### src/rtl/booth_iter_mul.sv
// booth_iter_mul: iterative radix-4 Booth multiplier, 32x32 -> 64.
// Each BUSY cycle retires one Booth digit of the multiplier, so 17 digits
// cover both signed and unsigned operands. The request and result sides
// use valid/ready handshakes, and cancel aborts any operation.
// Optional build macro BOOTH_EARLY_TERM_EN: leave BUSY as soon as the
// remaining multiplier bits are all-0 or all-1, because every remaining
// digit is then zero. The product is the same with or without the macro.
module booth_iter_mul (
    input  logic        clk,
    input  logic        resetn,
    input  logic        in_valid,
    output logic        in_ready,
    input  logic        in_signed,
    input  logic [31:0] src1,
    input  logic [31:0] src2,
    input  logic        cancel,
    output logic        out_valid,
    input  logic        out_ready,
    output logic [63:0] out_result
);

    typedef enum logic [1:0] {
        IDLE = 2'd0,
        BUSY = 2'd1,
        DONE = 2'd2
    } state_t;

    state_t      state_reg;
    state_t      state_next;
    logic [63:0] a_reg;      // multiplicand, shifted left by 2 each iteration
    logic [34:0] b_reg;      // multiplier with a guard bit, shifted right by 2
    logic [63:0] acc_reg;    // running partial product
    logic [4:0]  cnt_reg;    // index of the current iteration

    logic        accept;
    logic        b_trivial;
    logic        iter_en;
    logic        term_neg;
    logic [63:0] term_mag;
    logic [63:0] term;
    logic [63:0] acc_next;
    logic        src1_ext;
    logic        src2_ext;

    assign accept   = in_valid & (state_reg == IDLE) & ~cancel;
    assign src1_ext = in_signed & src1[31];
    assign src2_ext = in_signed & src2[31];

`ifdef BOOTH_EARLY_TERM_EN
    assign b_trivial = (b_reg == '0) || (b_reg == '1);
`else
    assign b_trivial = 1'b0;
`endif

    // Add one Booth digit and shift only in a BUSY cycle that is not cut short.
    assign iter_en = (state_reg == BUSY) & ~cancel & ~b_trivial;

    // State register with asynchronous reset to IDLE.
    always_ff @(posedge clk or negedge resetn) begin
        if (!resetn) begin
            state_reg <= IDLE;
        end else begin
            state_reg <= state_next;
        end
    end

    // Next-state logic. Cancel overrides everything, including a request in IDLE.
    always_comb begin
        state_next = state_reg;
        if (cancel) begin
            state_next = IDLE;
        end else begin
            case (state_reg)
                IDLE: if (in_valid) state_next = BUSY;
                BUSY: begin
                    if (b_trivial || cnt_reg == 5'd16) begin
                        state_next = DONE;
                    end
                end
                DONE: if (out_ready) state_next = IDLE;
                default: state_next = IDLE;
            endcase
        end
    end

    // Booth recoding of the low multiplier triplet. A negative term is
    // the inverted magnitude plus a carry-in of 1.
    always_comb begin
        term_mag = '0;
        term_neg = 1'b0;
        case (b_reg[2:0])
            3'b001, 3'b010: term_mag = a_reg;
            3'b011:         term_mag = a_reg << 1;
            3'b100: begin
                term_mag = a_reg << 1;
                term_neg = 1'b1;
            end
            3'b101, 3'b110: begin
                term_mag = a_reg;
                term_neg = 1'b1;
            end
            default: term_mag = '0;
        endcase
        term     = term_neg ? ~term_mag : term_mag;
        acc_next = acc_reg + term + {63'd0, term_neg};
    end

    // Datapath: load the operands on accept, then run one Booth iteration per BUSY cycle.
    always_ff @(posedge clk or negedge resetn) begin
        if (!resetn) begin
            a_reg   <= '0;
            b_reg   <= '0;
            acc_reg <= '0;
            cnt_reg <= '0;
        end else if (accept) begin
            a_reg   <= {{32{src1_ext}}, src1};
            b_reg   <= {src2_ext, src2_ext, src2, 1'b0};
            acc_reg <= '0;
            cnt_reg <= '0;
        end else if (iter_en) begin
            acc_reg <= acc_next;
            a_reg   <= a_reg << 2;
            b_reg   <= {b_reg[34], b_reg[34], b_reg[34:2]};
            cnt_reg <= cnt_reg + 5'd1;
        end
    end

    assign in_ready   = (state_reg == IDLE);
    assign out_valid  = (state_reg == DONE);
    assign out_result = acc_reg;

endmodule

### config.mk
export PLATFORM = sky130hd
export DESIGN_NAME = booth_iter_mul
export DESIGN_NICKNAME = d
export VERILOG_FILES = /design/src/rtl/booth_iter_mul.sv
export SDC_FILE = /design/constraint.sdc
export NUM_CORES = 1
export LEC_CHECK = 0
export BUFFER_PORTS_ARGS = -buffer_cell sky130_fd_sc_hd__buf_2
export CAP_MARGIN = 5
export CORE_MARGIN = 3
export CORE_UTILIZATION = 40
export DETAILED_ROUTE_END_ITERATION = 8
export GPL_ROUTABILITY_DRIVEN = 0
export PLACE_DENSITY = 0.57
export SYNTH_ARGS = -nofsm -noshare
export SYNTH_HDL_FRONTEND = slang
export SYNTH_SLANG_ARGS = --single-unit
### constraint.sdc
create_clock -name clk -period 10.04 [get_ports clk]
set_input_delay 2.008 -clock clk [delete_from_list [all_inputs] [get_ports clk]]
set_output_delay 2.008 -clock clk [all_outputs]
set_load 0.05 [all_outputs]
# Word level (Yosys, flattened, before mapping)
# Index checks and enable logic that the tools add are counted.
# totals
regBits	170
in_bits	70
out_inout_bits	66
elab_cells	50
# op_classes
n_addsub	3
n_eq_ne	12
muxes	16
n_bitwise	7
reduce_logical	6
# op_table
op	n
64-bit two-way mux	5
64-bit case mux with 2 select lines	1
64-bit by 1-bit adder with 64-bit output	1
64-bit adder	1
64-bit NOT	1
35-bit two-way mux	1
34-bit two-way mux	1
5-bit two-way mux	2
3-bit equality test (second input constant)	3
3-bit by 2-bit inequality test with 1-bit output (second input constant)	3
2-bit two-way mux	4
3-bit by 2-bit equality test with 1-bit output (second input constant)	2
2-bit case mux with 3 select lines	1
5-bit by 1-bit adder with 5-bit output (second input constant)	1
1-bit AND	5
5-bit equality test (second input constant)	1
4-bit OR reduction	1
3-bit by 1-bit equality test with 1-bit output (second input constant)	1
3-bit AND reduction	1
3-bit OR reduction	1
2-bit by 1-bit equality test with 1-bit output (second input constant)	1
2-bit equality test (second input constant)	1
2-bit logical NOT	1
2-bit nonzero test	1
3 further kinds	3

# Longest topological paths before layout
# logic_depth
ltp_word	9
mapped_depth	19
depth_no_buf	17

# Worst setup path before layout
# OpenSTA, ideal clock, no wires.
# synth_timing
kind	reg2reg
from	reg b_reg[0]
to	reg acc_reg[52] (netlist: out_result[52])
setup_time_ns	0.121
arrival_time_ns	3.913
required_time_ns	9.919
path_slack_ns	6.006
path_stages_with_launch	19
n_path_buf	3
synth_period_minus_slack_ns	4.034
path_cell_list	dfrtp_1 inv_1 ha_1 clkbuf_1 clkbuf_1 a22oi_1 xnor2_1 ha_1 buf_4 and4b_1 a211oi_1 a2bb2oi_2 o21ai_4 a211oi_2 o311a_1 o21bai_1 a21o_1 xor2_1 a22o_1
# synth_between
elab_chain_cells	9
word_cells_on_any_way	17
classes_between	add/sub (2); eq/ne (6); mux (5); bitwise (1); reduce/logical (3)
# synth_rtl
element	line	text
start, declared	31	logic [34:0] b_reg;
start signal, assigned	117	b_reg <= {src2_ext, src2_ext, src2, 1'b0};
start signal, assigned	123	b_reg <= {b_reg[34], b_reg[34], b_reg[34:2]};
3-bit equality test, or another cell as far along	91	case (b_reg[2:0])
4-bit OR reduction (no source line) or 2-bit OR reduction (tied branches)	-	
64-bit case mux with 2 select lines	91	
64-bit NOT	104	term = term_neg ? ~term_mag : term_mag;
64-bit two-way mux	104	
64-bit adder	105	acc_next = acc_reg + term + {63'd0, term_neg};
64-bit by 1-bit adder with 64-bit output (*)	105	
64-bit two-way mux (*)	120	end else if (iter_en) begin
64-bit two-way mux (*)	115	end else if (accept) begin
end signal, assigned	121	acc_reg <= acc_next;
end, declared	32	logic [63:0] acc_reg;
# Mark *: on every way between the ends. The rest lies on a longest branch, timed or not. The select of a mux whose other input is x is not followed.
# A chain may end at the register's enable or synchronous reset.

# Final worst setup path
# layout_timing
from	reg b_reg[0]
to	reg acc_reg[63] (netlist: out_result[63])
# Same word-level chain as after synthesis.

==> results.md <==
- CTS resizes: 0
- Post-Synthesis Net Count: about 1500
- Synth cell types: 64
- Ys Warns: 0
- DPL Wire Length: ~24 mm
- CTS root buffer: clkbuf_16
- WL/cell: about 18 µm
- Pre-antenna DRT Iters: 5
- Post-route cell area: 13200 µm²
- Sequential-to-total area share from yosys stat: 36.6%
- Std-Cell Rows: 61
- Post-synth top area cell: dfrtp_1
- Pins over their slew limit: 0
- Tcrit/Tclk final: around 53%
- PD cells: approximately 400 nW/µm²
- Largest family of logic cells by synthesized area: compound AO/OA/AOI/OAI gates
- DR vias/cell: 5.57
- Vias in the first global route: around 10000
- Xor/xnor share of the synthesized area: 9.35%
- Ys async rst share: 100%
- Simple logic cell fraction of the synthesized area: between 15 and 20%
- Final setup fails: 0
- Worst Hold Launch: b_reg[6]$_DFFE_PN0P_
- Worst relative slew slack: 22.9%
- CP Max Fanout: 39
- Fin Setup TNS: 0 ns
- Max VDD drop: roughly 120 µV
- Worst Skew: around 0.020 ns
- Number of port buffers: about 140
- Max Cap Violations: 0
- Initial Utilization: between 40% and 50%
- Post-synthesis compound-gate area fraction: 25.3%
- Die Y-Extent: between 150 and 200 µm
- EDFF count, synth: 0
- Hold Vio Cnt, Final: 0
- Type of destination of the critical path: register
- Synthesized netlist cell count: ~1400
- Worst-margin pin slew: roughly 1.2 ns
- Vias: between 10000 and 15000
- Max frequency: roughly 0.19 GHz
- RSZ-0062 raised after global routing: no
- Deepest clock path buffer count: 2
- Routed wire length: between 30 and 40 mm
- Worst-path clk slew: roughly 0.090 ns
- Core area: roughly 28000 µm²
- DRC viols: 0
- Leakage: 6.27 nW
- Status: completed
- Launching point of the worst reg2reg path: b_reg[0]$_DFFE_PN0P_
- Post-DRT Antenna Nets: 0
- Initial antenna violation count: 1
- CTS buffer count: 17
- Crit Path Category: register to register
- Top-area cell type share of the netlist area: 36.6%
- Nets: about 1600
- IO Count: around 140
- Cts hold-fix bufs: 0
- Startpoint types: register
- CTS tree: built
- Synthesized flop and latch total: 170
- GRT Util Overall: a little over a fifth
- Worst endpoint required time: between 10 and 15 ns
- Worst hold path type: register to register
- GRT overflow: 0
- Tmin final: ~5.3 ns
- Area Growth Syn to Fin: 13.5%
- Share of post-route cells with drive strength above 1: a little over an eighth
- Syn Area/Cell: ~8.5 µm²
- PnR Total Power: around 5.2 mW
- Die area: slightly above 30000 µm²
- Initial DRC Count: slightly below 700
- Area after DPL: between 10000 and 15000 µm²
- Critical Path AT: roughly 5.7 ns
- Die width: ~180 µm
- Critical Path Start: b_reg[0]$_DFFE_PN0P_
- Global-route wire length before repair: approximately 54 mm
- Syn Std Cell Area: about 12000 µm²
- CTS sink cnt: 170
- CTS H-tree lvls: 4
- Worst skew pair latency: between 0.4 and 0.5 ns
- Mux contribution to synthesized area: less than 1%
- Ys flop type: dfrtp_1
- Postcts setup bufs: 0
- Pin count of the biggest net entering global routing: 95
- Dominant cells by area after synthesis: dfrtp_1 (37%), nand2_1 (9.0%), ha_1 (8.8%)
- Adder-Cell Fraction of Synth Area: approximately 9%
[placed cells by master (no fill, tap or decap), types with 5 or more instances in the layout]
| cell type | n |
|---|---|
| xor2_1 | 29 |
| buf_2 | 134 |
| or3_1 | 5 |
| ha_1 | 81 |
| buf_4 | 9 |
| o2111ai_1 | 5 |
| nor3_1 | 6 |
| nor2b_1 | 6 |
| o21ai_0 | 88 |
| a22oi_1 | 124 |
| o21a_1 | 8 |
| xnor2_1 | 95 |
| a31oi_1 | 8 |
| dfrtp_1 | 170 |
| mux2i_1 | 6 |
| o21bai_1 | 15 |
| nand3_1 | 17 |
| clkbuf_16 | 17 |
| a21o_1 | 37 |
| clkinv_8 | 7 |
| o211ai_1 | 5 |
| inv_1 | 18 |
| nor2_1 | 80 |
| nand2_1 | 276 |
| a21oi_1 | 105 |
| nand4_1 | 17 |
| a22o_1 | 10 |
[cells in the mapped netlist (2+ instances only)]
| cell type | n |
|---|---|
| a32o_1 | 2 |
| and3_1 | 4 |
| xor2_1 | 29 |
| ha_1 | 82 |
| a21oi_1 | 105 |
| a221o_1 | 2 |
| nand2b_1 | 3 |
| clkbuf_1 | 70 |
| nand3_1 | 17 |
| o2111ai_1 | 5 |
| a211oi_2 | 2 |
| and2_1 | 5 |
| nor3_1 | 6 |
| a31oi_1 | 9 |
| a22o_1 | 10 |
| o21ai_0 | 88 |
| dfrtp_1 | 170 |
| mux2i_1 | 6 |
| nand4_1 | 17 |
| o21a_1 | 8 |
| nand2_1 | 277 |
| xnor2_1 | 95 |
| or4_1 | 3 |
| or3_1 | 5 |
| o21ai_1 | 2 |
| o31ai_1 | 3 |
| buf_1 | 11 |
| o311a_1 | 2 |
| o21bai_1 | 15 |
| nor4_1 | 3 |
| nor2b_1 | 6 |
| buf_2 | 4 |
| a211oi_1 | 4 |
| nor2_1 | 81 |
| a21o_1 | 37 |
| a221oi_1 | 2 |
| inv_1 | 18 |
| a41oi_1 | 4 |
| o211ai_1 | 5 |
| a22oi_1 | 124 |
| o31a_1 | 5 |
[worst paths after layout]
| kind | cells after the start | end | slack (ns) |
|---|---|---|---|
| max | 16 | out_result[63]$_DFFE_PN0P_ | 4.75 |
| min | 2 | b_reg[6]$_DFFE_PN0P_ | 0.48 |
| max reg2reg | 16 | out_result[63]$_DFFE_PN0P_ | 4.75 |
| min reg2reg | 2 | b_reg[6]$_DFFE_PN0P_ | 0.48 |
| max in group asynchronous | 2 | a_reg[31]$_DFFE_PN0P_ | 7.27 |
| min in group asynchronous | 1 | out_result[24]$_DFFE_PN0P_ | 1.49 |
[power by group]
group	internal [mW]	total, mW	switching [mW]	leakage [nW]
registers	0.909	1.14	0.234	2.12
logic	1.23	3.37	2.14	3.84
clock network	0.345	0.703	0.357	0.304
[stage by stage]
| stage | util, % | cells | setup slack [ns] | hold slack [ns] |
|---|---|---|---|---|
| floorplan | - | 1369 | 6.01 | 0.447 |
| global placement | 44.5 | 1805 | 4.91 | 0.459 |
| detailed placement | 44.5 | 1805 | 4.78 | 0.463 |
| CTS | 46.8 | 1837 | 4.76 | 0.483 |
| global route | 46.8 | 1838 | 4.27 | 0.504 |
| finish | 46.8 | 1838 | 4.75 | 0.479 |
[layer usage]
metal	part of all wire (%)	GRT usage [%]	up-vias
met1	48	30.5	4941
met3	4.9	3.91	32
met5	0	0	-
met4	1.6	5.14	0
met2	46	33.3	219
li1	-	-	5047
[logic make-up (layout without fill, tap and decap cells)]
family | after synthesis | in the layout
AO/OA/AOI/OAI | 446 | 446
AND/OR/NAND/NOR | 435 | 435
flip-flops | 170 | 170
XOR/XNOR | 124 | 124
buffers and inverters | 104 | 194
adder cells (fa/ha/maj) | 83 | 83
multiplexers | 7 | 7
other | 0 | 1
[area by class of cell]
cell class	count	area (µm²)
Fill cell	2815	15000
Clock buffer	17	425
Sequential cell	170	4250
Inverter	18	67.6
Clock inverter	15	206
Antenna cell	1	2.50
Multi-Input combinational cell	1095	7000
Timing Repair Buffer	144	749
Tap cell	378	473
[critical path, stage by stage, from the launching register on]
cell,delay (ns)
dfrtp_1,0.41
inv_1,0.10
ha_2,0.18
o31a_2,0.70
buf_4,0.68
xnor2_1,0.16
ha_1,0.40
a21oi_1,0.13
o21ai_0,0.32
nor3_1,0.10
o31ai_1,0.38
o2111ai_1,0.24
o21a_1,0.29
o21bai_1,0.41
a41oi_1,0.24
mux2i_1,0.25
mux2i_1,0.20
No activity file was read; power rests on OpenSTA's default activity.
